## src/rtl/axi4_stream_len_pkg.sv

```systemverilog
// Shared types for the packet-length controller.
package axi4_stream_len_pkg;

    typedef enum logic [1:0] {
        IDLE = 2'd0,
        RUN  = 2'd1,
        STOP = 2'd2
    } len_state_t;

endpackage

```

## src/rtl/axi4_stream_if.sv

```systemverilog
// AXI4-Stream bundle; the clock and reset travel with the bus.
interface axi4_stream_if #(
    parameter int DN = 1,
    parameter int DW = 8 * DN
);
    logic          ACLK;
    logic          ARESETn;
    logic [DW-1:0] TDATA;
    logic [DN-1:0] TKEEP;
    logic          TLAST;
    logic          TVALID;
    logic          TREADY;

    modport master (input ACLK, ARESETn, TREADY, output TDATA, TKEEP, TLAST, TVALID);
    modport slave  (input ACLK, ARESETn, TDATA, TKEEP, TLAST, TVALID, output TREADY);
endinterface

```

## src/rtl/axi4_stream_kcnt.sv

```systemverilog
// Number of valid samples in one transfer (popcount of TKEEP).
module axi4_stream_kcnt #(
    parameter int DN = 1
) (
    input  logic [DN-1:0]            keep,
    output logic [$clog2(DN+1)-1:0]  cnt
);
    localparam int KW = $clog2(DN + 1);

    always_comb begin
        cnt = '0;
        for (int i = 0; i < DN; i++) begin
            cnt = cnt + KW'(keep[i]);
        end
    end
endmodule

```

## src/rtl/axi4_stream_len_ctl.sv

```systemverilog
// Packet-length sequencer: gates the stream by run state, forces TLAST every
// len_l transfers, ends the run after num_l packets or on a stop request.
//
// state | meaning
// IDLE  | stream discarded (TREADY=1), waiting for start
// RUN   | stream passed through, packets closed by length or upstream TLAST
// STOP  | stop requested mid-packet; next transfer closes it with TLAST
module axi4_stream_len_ctl
    import axi4_stream_len_pkg::*;
#(
    parameter int DN = 1,
    parameter int CW = 32
) (
    axi4_stream_if.slave    sti,
    axi4_stream_if.master   sto,
    input  logic            ctl_rst,
    input  logic            ctl_str,
    input  logic            ctl_stp,
    input  logic [CW-1:0]   cfg_len,
    input  logic [CW-1:0]   cfg_num,
    output logic            sts_run,
    output logic [CW-1:0]   sts_cur,
    output logic [CW-1:0]   sts_lst,
    output logic [CW-1:0]   sts_pkt,
    output logic            evt_done
);
    localparam int KW = $clog2(DN + 1);

    len_state_t     state, state_nxt;
    logic [CW-1:0]  len_l, len_nxt, num_l, num_nxt;
    logic [CW-1:0]  acc, acc_nxt, cur_nxt, lst_nxt, pkt_nxt;
    logic           done_nxt;
    logic [KW-1:0]  kcnt;
    logic           active, xfer, len_hit, tlast;

    axi4_stream_kcnt #(.DN(DN)) u_kcnt (
        .keep (sti.TKEEP),
        .cnt  (kcnt)
    );

    assign active  = (state != IDLE);
    assign xfer    = active & sti.TVALID & sto.TREADY;
    assign len_hit = (len_l != '0) && (sts_cur + CW'(1) == len_l);
    assign tlast   = sti.TLAST | len_hit | (state == STOP);

    assign sto.TDATA  = sti.TDATA;
    assign sto.TKEEP  = sti.TKEEP;
    assign sto.TVALID = active & sti.TVALID;
    assign sto.TLAST  = active & tlast;
    assign sti.TREADY = active ? sto.TREADY : 1'b1;
    assign sts_run    = active;

    always_comb begin
        state_nxt = state;
        done_nxt  = 1'b0;
        len_nxt   = len_l;
        num_nxt   = num_l;
        cur_nxt   = sts_cur;
        acc_nxt   = acc;
        lst_nxt   = sts_lst;
        pkt_nxt   = sts_pkt;

        // counters first, so the stop decision below sees the updated sts_cur
        if (xfer) begin
            if (tlast) begin
                cur_nxt = '0;
                lst_nxt = acc + CW'(kcnt);
                acc_nxt = '0;
                pkt_nxt = sts_pkt + CW'(1);
            end else begin
                cur_nxt = sts_cur + CW'(1);
                acc_nxt = acc + CW'(kcnt);
            end
        end

        unique case (state)
            IDLE: begin
                if (ctl_str && !ctl_stp) begin
                    state_nxt = RUN;
                    len_nxt   = cfg_len;
                    num_nxt   = cfg_num;
                    cur_nxt   = '0;
                    acc_nxt   = '0;
                    pkt_nxt   = '0;
                end
            end
            RUN: begin
                if (xfer && tlast && (num_l != '0) && (pkt_nxt == num_l)) begin
                    state_nxt = IDLE;
                    done_nxt  = 1'b1;
                end else if (ctl_stp) begin
                    if (cur_nxt == '0) begin
                        state_nxt = IDLE;
                        done_nxt  = 1'b1;
                    end else begin
                        state_nxt = STOP;
                    end
                end
            end
            STOP: begin
                if (xfer) begin
                    state_nxt = IDLE;
                    done_nxt  = 1'b1;
                end
            end
            default: state_nxt = IDLE;
        endcase

        if (ctl_rst) begin
            state_nxt = IDLE;
            done_nxt  = 1'b0;
            len_nxt   = '0;
            num_nxt   = '0;
            cur_nxt   = '0;
            acc_nxt   = '0;
            lst_nxt   = '0;
            pkt_nxt   = '0;
        end
    end

    always_ff @(posedge sti.ACLK or negedge sti.ARESETn) begin
        if (!sti.ARESETn) begin
            state    <= IDLE;
            evt_done <= 1'b0;
            len_l    <= '0;
            num_l    <= '0;
            sts_cur  <= '0;
            acc      <= '0;
            sts_lst  <= '0;
            sts_pkt  <= '0;
        end else begin
            state    <= state_nxt;
            evt_done <= done_nxt;
            len_l    <= len_nxt;
            num_l    <= num_nxt;
            sts_cur  <= cur_nxt;
            acc      <= acc_nxt;
            sts_lst  <= lst_nxt;
            sts_pkt  <= pkt_nxt;
        end
    end
endmodule

```

## src/flat_wrapper.sv

```systemverilog
// flat-port wrapper written by rule: the top's interface ports become plain ports
module axi4_stream_len_ctl_flat import axi4_stream_len_pkg::*;
#(
    parameter int DN = 1,
    parameter int CW = 32
)
  (ctl_rst, ctl_str, ctl_stp, cfg_len, cfg_num, sts_run, sts_cur, sts_lst, sts_pkt, evt_done, sti_ACLK, sti_ARESETn, sti_TDATA, sti_TKEEP, sti_TLAST, sti_TVALID, sti_TREADY, sto_ACLK, sto_ARESETn, sto_TREADY, sto_TDATA, sto_TKEEP, sto_TLAST, sto_TVALID);
  axi4_stream_if #(.DN(DN), .DW((32))) sti_i ();
  axi4_stream_if #(.DN(DN), .DW((32))) sto_i ();
  input  logic ctl_rst;
  input  logic ctl_str;
  input  logic ctl_stp;
  input  logic [CW-1:0] cfg_len;
  input  logic [CW-1:0] cfg_num;
  output logic sts_run;
  output logic [CW-1:0] sts_cur;
  output logic [CW-1:0] sts_lst;
  output logic [CW-1:0] sts_pkt;
  output logic evt_done;
  input wire logic [$bits(sti_i.ACLK)-1:0] sti_ACLK;
  input wire logic [$bits(sti_i.ARESETn)-1:0] sti_ARESETn;
  input wire logic [$bits(sti_i.TDATA)-1:0] sti_TDATA;
  input wire logic [$bits(sti_i.TKEEP)-1:0] sti_TKEEP;
  input wire logic [$bits(sti_i.TLAST)-1:0] sti_TLAST;
  input wire logic [$bits(sti_i.TVALID)-1:0] sti_TVALID;
  output wire logic [$bits(sti_i.TREADY)-1:0] sti_TREADY;
  input wire logic [$bits(sto_i.ACLK)-1:0] sto_ACLK;
  input wire logic [$bits(sto_i.ARESETn)-1:0] sto_ARESETn;
  input wire logic [$bits(sto_i.TREADY)-1:0] sto_TREADY;
  output wire logic [$bits(sto_i.TDATA)-1:0] sto_TDATA;
  output wire logic [$bits(sto_i.TKEEP)-1:0] sto_TKEEP;
  output wire logic [$bits(sto_i.TLAST)-1:0] sto_TLAST;
  output wire logic [$bits(sto_i.TVALID)-1:0] sto_TVALID;
  assign sti_i.ACLK = sti_ACLK;
  assign sti_i.ARESETn = sti_ARESETn;
  assign sti_i.TDATA = sti_TDATA;
  assign sti_i.TKEEP = sti_TKEEP;
  assign sti_i.TLAST = sti_TLAST;
  assign sti_i.TVALID = sti_TVALID;
  assign sti_TREADY = sti_i.TREADY;
  assign sto_i.ACLK = sto_ACLK;
  assign sto_i.ARESETn = sto_ARESETn;
  assign sto_i.TREADY = sto_TREADY;
  assign sto_TDATA = sto_i.TDATA;
  assign sto_TKEEP = sto_i.TKEEP;
  assign sto_TLAST = sto_i.TLAST;
  assign sto_TVALID = sto_i.TVALID;
  axi4_stream_len_ctl #(.DN(DN), .CW(CW)) u_core (.sti(sti_i), .sto(sto_i), .ctl_rst(ctl_rst), .ctl_str(ctl_str), .ctl_stp(ctl_stp), .cfg_len(cfg_len), .cfg_num(cfg_num), .sts_run(sts_run), .sts_cur(sts_cur), .sts_lst(sts_lst), .sts_pkt(sts_pkt), .evt_done(evt_done));
endmodule
```

## config.mk

```make
export PLATFORM = sky130hd
export DESIGN_NAME = axi4_stream_len_ctl_flat
export DESIGN_NICKNAME = d
export VERILOG_FILES = /design/src/rtl/axi4_stream_len_pkg.sv /design/src/rtl/axi4_stream_if.sv /design/src/rtl/axi4_stream_kcnt.sv /design/src/rtl/axi4_stream_len_ctl.sv /design/src/flat_wrapper.sv
export SDC_FILE = /design/constraint.sdc
export NUM_CORES = 1
export LEC_CHECK = 0
export CORE_UTILIZATION = 35
export DETAILED_ROUTE_END_ITERATION = 6
export GPL_TIMING_DRIVEN = 0
export SLEW_MARGIN = 40
export SYNTH_ARGS = -nofsm -noshare
export SYNTH_HDL_FRONTEND = slang
export SYNTH_SLANG_ARGS = --single-unit
```

## constraint.sdc

```tcl
create_clock -name sti_ACLK -period 3.9 [get_ports sti_ACLK]
set_input_delay 0.78 -clock sti_ACLK [delete_from_list [all_inputs] [get_ports sti_ACLK]]
set_output_delay 0.78 -clock sti_ACLK [all_outputs]
set_load 0.01 [all_outputs]
```

==> impl_metrics.sql <==
INSERT INTO impl_metrics (metric_group, metric, value, unit) VALUES
('timing', 'layout_min_cycle_time', '4.80', 'ns'),
('setup_path', 'worstRegToRegCells', '13', ''),
('place', 'detailedPlacementHpwl', '40800', 'µm'),
('setup_path', 'crit_type', 'reg2reg', ''),
('logic_synthesis', 'synth_nets', '1811', ''),
('timing', 'finalSetupViolations', '48', ''),
('timing', 'timing_hold_violations_final', '0', ''),
('place', 'port_buffers', '206', ''),
('clock_network', 'tritoncts.num_buffers', '17', ''),
('final_layout', 'post-route-cell-area', '0.0191', 'mm²'),
('clock_network', 'cts_htree_levels', '4', ''),
('setup_path', 'arrival', '5.18', 'ns'),
('floorplan', 'die_w', '198', 'µm'),
('route', 'detail_route.vias_per_cell', '5.63', ''),
('timing', 'maxClockFrequency', '0.208', 'GHz'),
('floorplan', 'area_of_the_core_region', '0.0378', 'mm²'),
('route', 'drcViolationCount', '0', ''),
('logic_synthesis', 'ys_seq_elements', '195', ''),
('floorplan', 'die_y', '198', 'µm'),
('route', 'drt-wirelength-per-cell', '22.0', 'µm'),
('place', 'post_dp_cell_area', '0.0164', 'mm²'),
('route', 'routed_wl', '56000', 'µm'),
('place', 'gp_congestion', '0.950', ''),
('setup_path', 'crit-reg2reg-launch', 'u_core.sts_pkt[4]', ''),
('global_route', 'grt_pass1_wl', '83200', 'µm'),
('global_route', 'initial_antenna_violation_count', '1', ''),
('logic_synthesis', 'synth-edff-count', '0', ''),
('clock_network', 'post_cts_hold_fix_bufs', '0', ''),
('power_and_ir_drop', 'cellLeakagePower', '7.30', 'nW'),
('hold_path', 'hold_path.class', 'in2async', ''),
('logic_synthesis', 'synth-main-ff-cell', 'dfrtp_1', ''),
('route', 'drt_iter0_markers', '1074', ''),
('power_and_ir_drop', 'ir_drop', '0.316', 'mV'),
('global_route', 'grt_pass1_vias', '13800', ''),
('clock_network', 'cts.sinks', '195', ''),
('clock_network', 'clockRootBuffer', 'clkbuf_16', ''),
('timing', 'rsz_0062_raised_after_global_routing', 'yes', ''),
('power_and_ir_drop', 'cellPowerDensity', '306', 'mW/mm²'),
('logic_synthesis', 'synth.avg_cell_area', '7.94', 'µm²'),
('route', 'met2RoutedLength', '26500', 'µm'),
('logic_synthesis', 'most_common_cell_in_the_netlist', 'nand2_1', ''),
('route', 'drt.antenna.violating_nets', '0', ''),
('route', 'route.vias.total', '14300', ''),
('timing', 'skew', '0.0257', 'ns'),
('logic_synthesis', 'seq_area_frac_synth', '0.362', ''),
('logic_synthesis', 'ys.warnings.count', '0', ''),
('timing', 'worst_slew_pin_slew', '0.901', 'ns'),
('timing', 'maxSlewHeadroom', '0.399', ''),
('setup_path', 'critical_path.max_fanout', '10', ''),
('global_route', 'grt_start_max_net_pins', '68', ''),
('setup_path', 'cp.required', '4.27', 'ns'),
('logic_synthesis', 'most_frequent_cells_after_synthesis', 'nand2_1 (263), dfrtp_1 (195), nor2_1 (190)', ''),
('logic_synthesis', 'synth_area_leaders', 'dfrtp_1 (36%), nand2_1 (7.3%), xnor2_1 (6.2%)', ''),
('timing', 'final.setup.tns', '-9.27', 'ns'),
('timing', 'slew_viol_final', '0', ''),
('floorplan', 'design.die.area', '0.0393', 'mm²'),
('timing', 'timing.final.ws_setup', '-0.903', 'ns'),
('setup_path', 'endpoint_kind', 'flip-flop', ''),
('global_route', 'global_route.overflow_total', '0', ''),
('final_layout', 'flow.area_growth_from_synthesis', '41.9', '%'),
('clock_network', 'clock_path_buffers', '2', ''),
('route', 'dr.max_layer_used', 'met4', ''),
('floorplan', 'initial_core_util', '0.357', ''),
('outcome', 'failing_checks', 'negative setup slack', ''),
('logic_synthesis', 'fraction_of_post_synthesis_cell_area_in_the_top_cell_type_by_area', '0.362', ''),
('final_layout', 'drive_above_1_share', '0.207', ''),
('floorplan', 'floorplan.io_pins', '241', ''),
('floorplan', 'rows', '71', ''),
('logic_synthesis', 'synthesis.instances', '1697', ''),
('final_layout', 'final_net_count', '2132', ''),
('outcome', 'status', 'complete, but fails checks', '');
how the worst max path moves through the flow:
stage | start | end | slack, ns
3_3_place_gp | sti_ARESETn | u_core.sts_cur[1] | -7.22
2_1_floorplan | u_core.sts_cur[6] | u_core.state[0] | -0.15
5_1_grt | u_core.sts_pkt[5] | u_core.evt_done | -1.04
6_report | u_core.sts_pkt[4] | u_core.evt_done | -0.90
4_1_cts | u_core.sts_cur[6] | u_core.state[0] | -0.75
3_5_place_dp | sto_TREADY | u_core.evt_done | -2.32
stage by stage:
stage          utilization  setup slack (ns)  hold WS, ns  total power, W  instances
2_1_floorplan            -            -0.154        0.484         0.00302       1697
3_3_place_gp         0.431             -7.22        0.519         0.00368       2414
3_5_place_dp         0.434             -2.32        0.525         0.00370       2417
4_1_cts              0.489            -0.754        0.261         0.00577       2518
5_1_grt              0.506             -1.04        0.277         0.00607       2542
6_report             0.506            -0.903        0.245         0.00584       2543
critical path, stage by stage, from the launching register on:
cell and delay (ns):
dfrtp_1 0.62, nand4_1 0.20, or3_1 0.59, nor3_4 0.36, clkbuf_2 0.33, nand2_1 0.21, a21oi_1 0.26, nand4_1 0.18
nor4_1 0.35, nand4_1 0.16, or4_1 0.54, nor4_2 0.29, nand4_1 0.31, a31oi_4 0.30
logic make-up (layout without fill, tap and decap cells):
kind of cell / count (synthesis) / count (layout) / synth area share
flip-flops: 195 / 195 / 0.362
other: 0 / 1 / 0
buffers and inverters: 178 / 512 / 0.0630
adder cells (fa/ha/maj): 7 / 7 / 0.00650
XOR/XNOR: 156 / 156 / 0.106
AO/OA/AOI/OAI: 327 / 327 / 0.152
AND/OR/NAND/NOR: 827 / 827 / 0.305
multiplexers: 7 / 7 / 0.00539
layer usage:
layer / up-vias / GRT usage
li1: 6594 / -
met1: 7021 / 0.361
met2: 594 / 0.469
met3: 120 / 0.0526
met4: 0 / 0.125
met5: - / 0
cells in the final DEF (no fill, tap or decap), types with 8 or more instances in the layout:
cell type / instances
buf_12: 10
nand2b_1: 13
a21o_1: 8
nor2_2: 13
nor2_4: 15
buf_6: 30
a211oi_2: 21
a211oi_1: 20
o22ai_1: 10
nor3_2: 8
nand3_1: 58
buf_8: 13
nor3_1: 40
nand3_2: 9
nand4_1: 47
or3_1: 18
and2_1: 10
o21ai_0: 40
or2_2: 14
and3_1: 18
nand3b_1: 12
a21oi_2: 12
buf_4: 114
clkdlybuf4s50_1: 204
xnor2_1: 92
clkbuf_16: 20
dfrtp_1: 189
clkbuf_2: 10
nor2_1: 162
nor2b_1: 16
clkbuf_1: 61
nor4_1: 34
inv_1: 21
a21oi_1: 117
xor2_1: 56
a22oi_1: 9
a31oi_1: 12
nand2_1: 254
sequential cells by signal, indices dropped and copies added, names as in the netlist:
register	count
u_core.acc	32
u_core.evt_done	1
u_core.len_l	32
u_core.num_l	32
u_core.state	2
u_core.sts_cur	32
u_core.sts_lst	32
u_core.sts_pkt	32
final cells by class:
class                   count  area [µm²]
diodes                      1        2.50
plain buffers             142         991
clock buffers              17         425
clock inverters            15         188
fillers                  3653       18700
inverters                  21        78.8
multi-input cells        1324        8700
flip-flops and latches    195        4890
well taps                 511         639
repair buffers            317        3190
repair_timing:
item,in CTS,in global routing
gates cloned,6,3
resized for setup,209,129
hold endpoints to repair,0,0
setup endpoints to repair,132,119
buffers inserted,72,30
pin swaps,50,50
where the power goes:
group          leakage, nW  switching, W  internal (W)  total, W
clock network        0.296      0.000995      0.000887   0.00188
logic                 4.32      0.000996      0.000740   0.00174
registers             2.69      0.000117       0.00211   0.00223
total                 7.30       0.00211       0.00374   0.00584
Power figures use the tool's default switching activity.
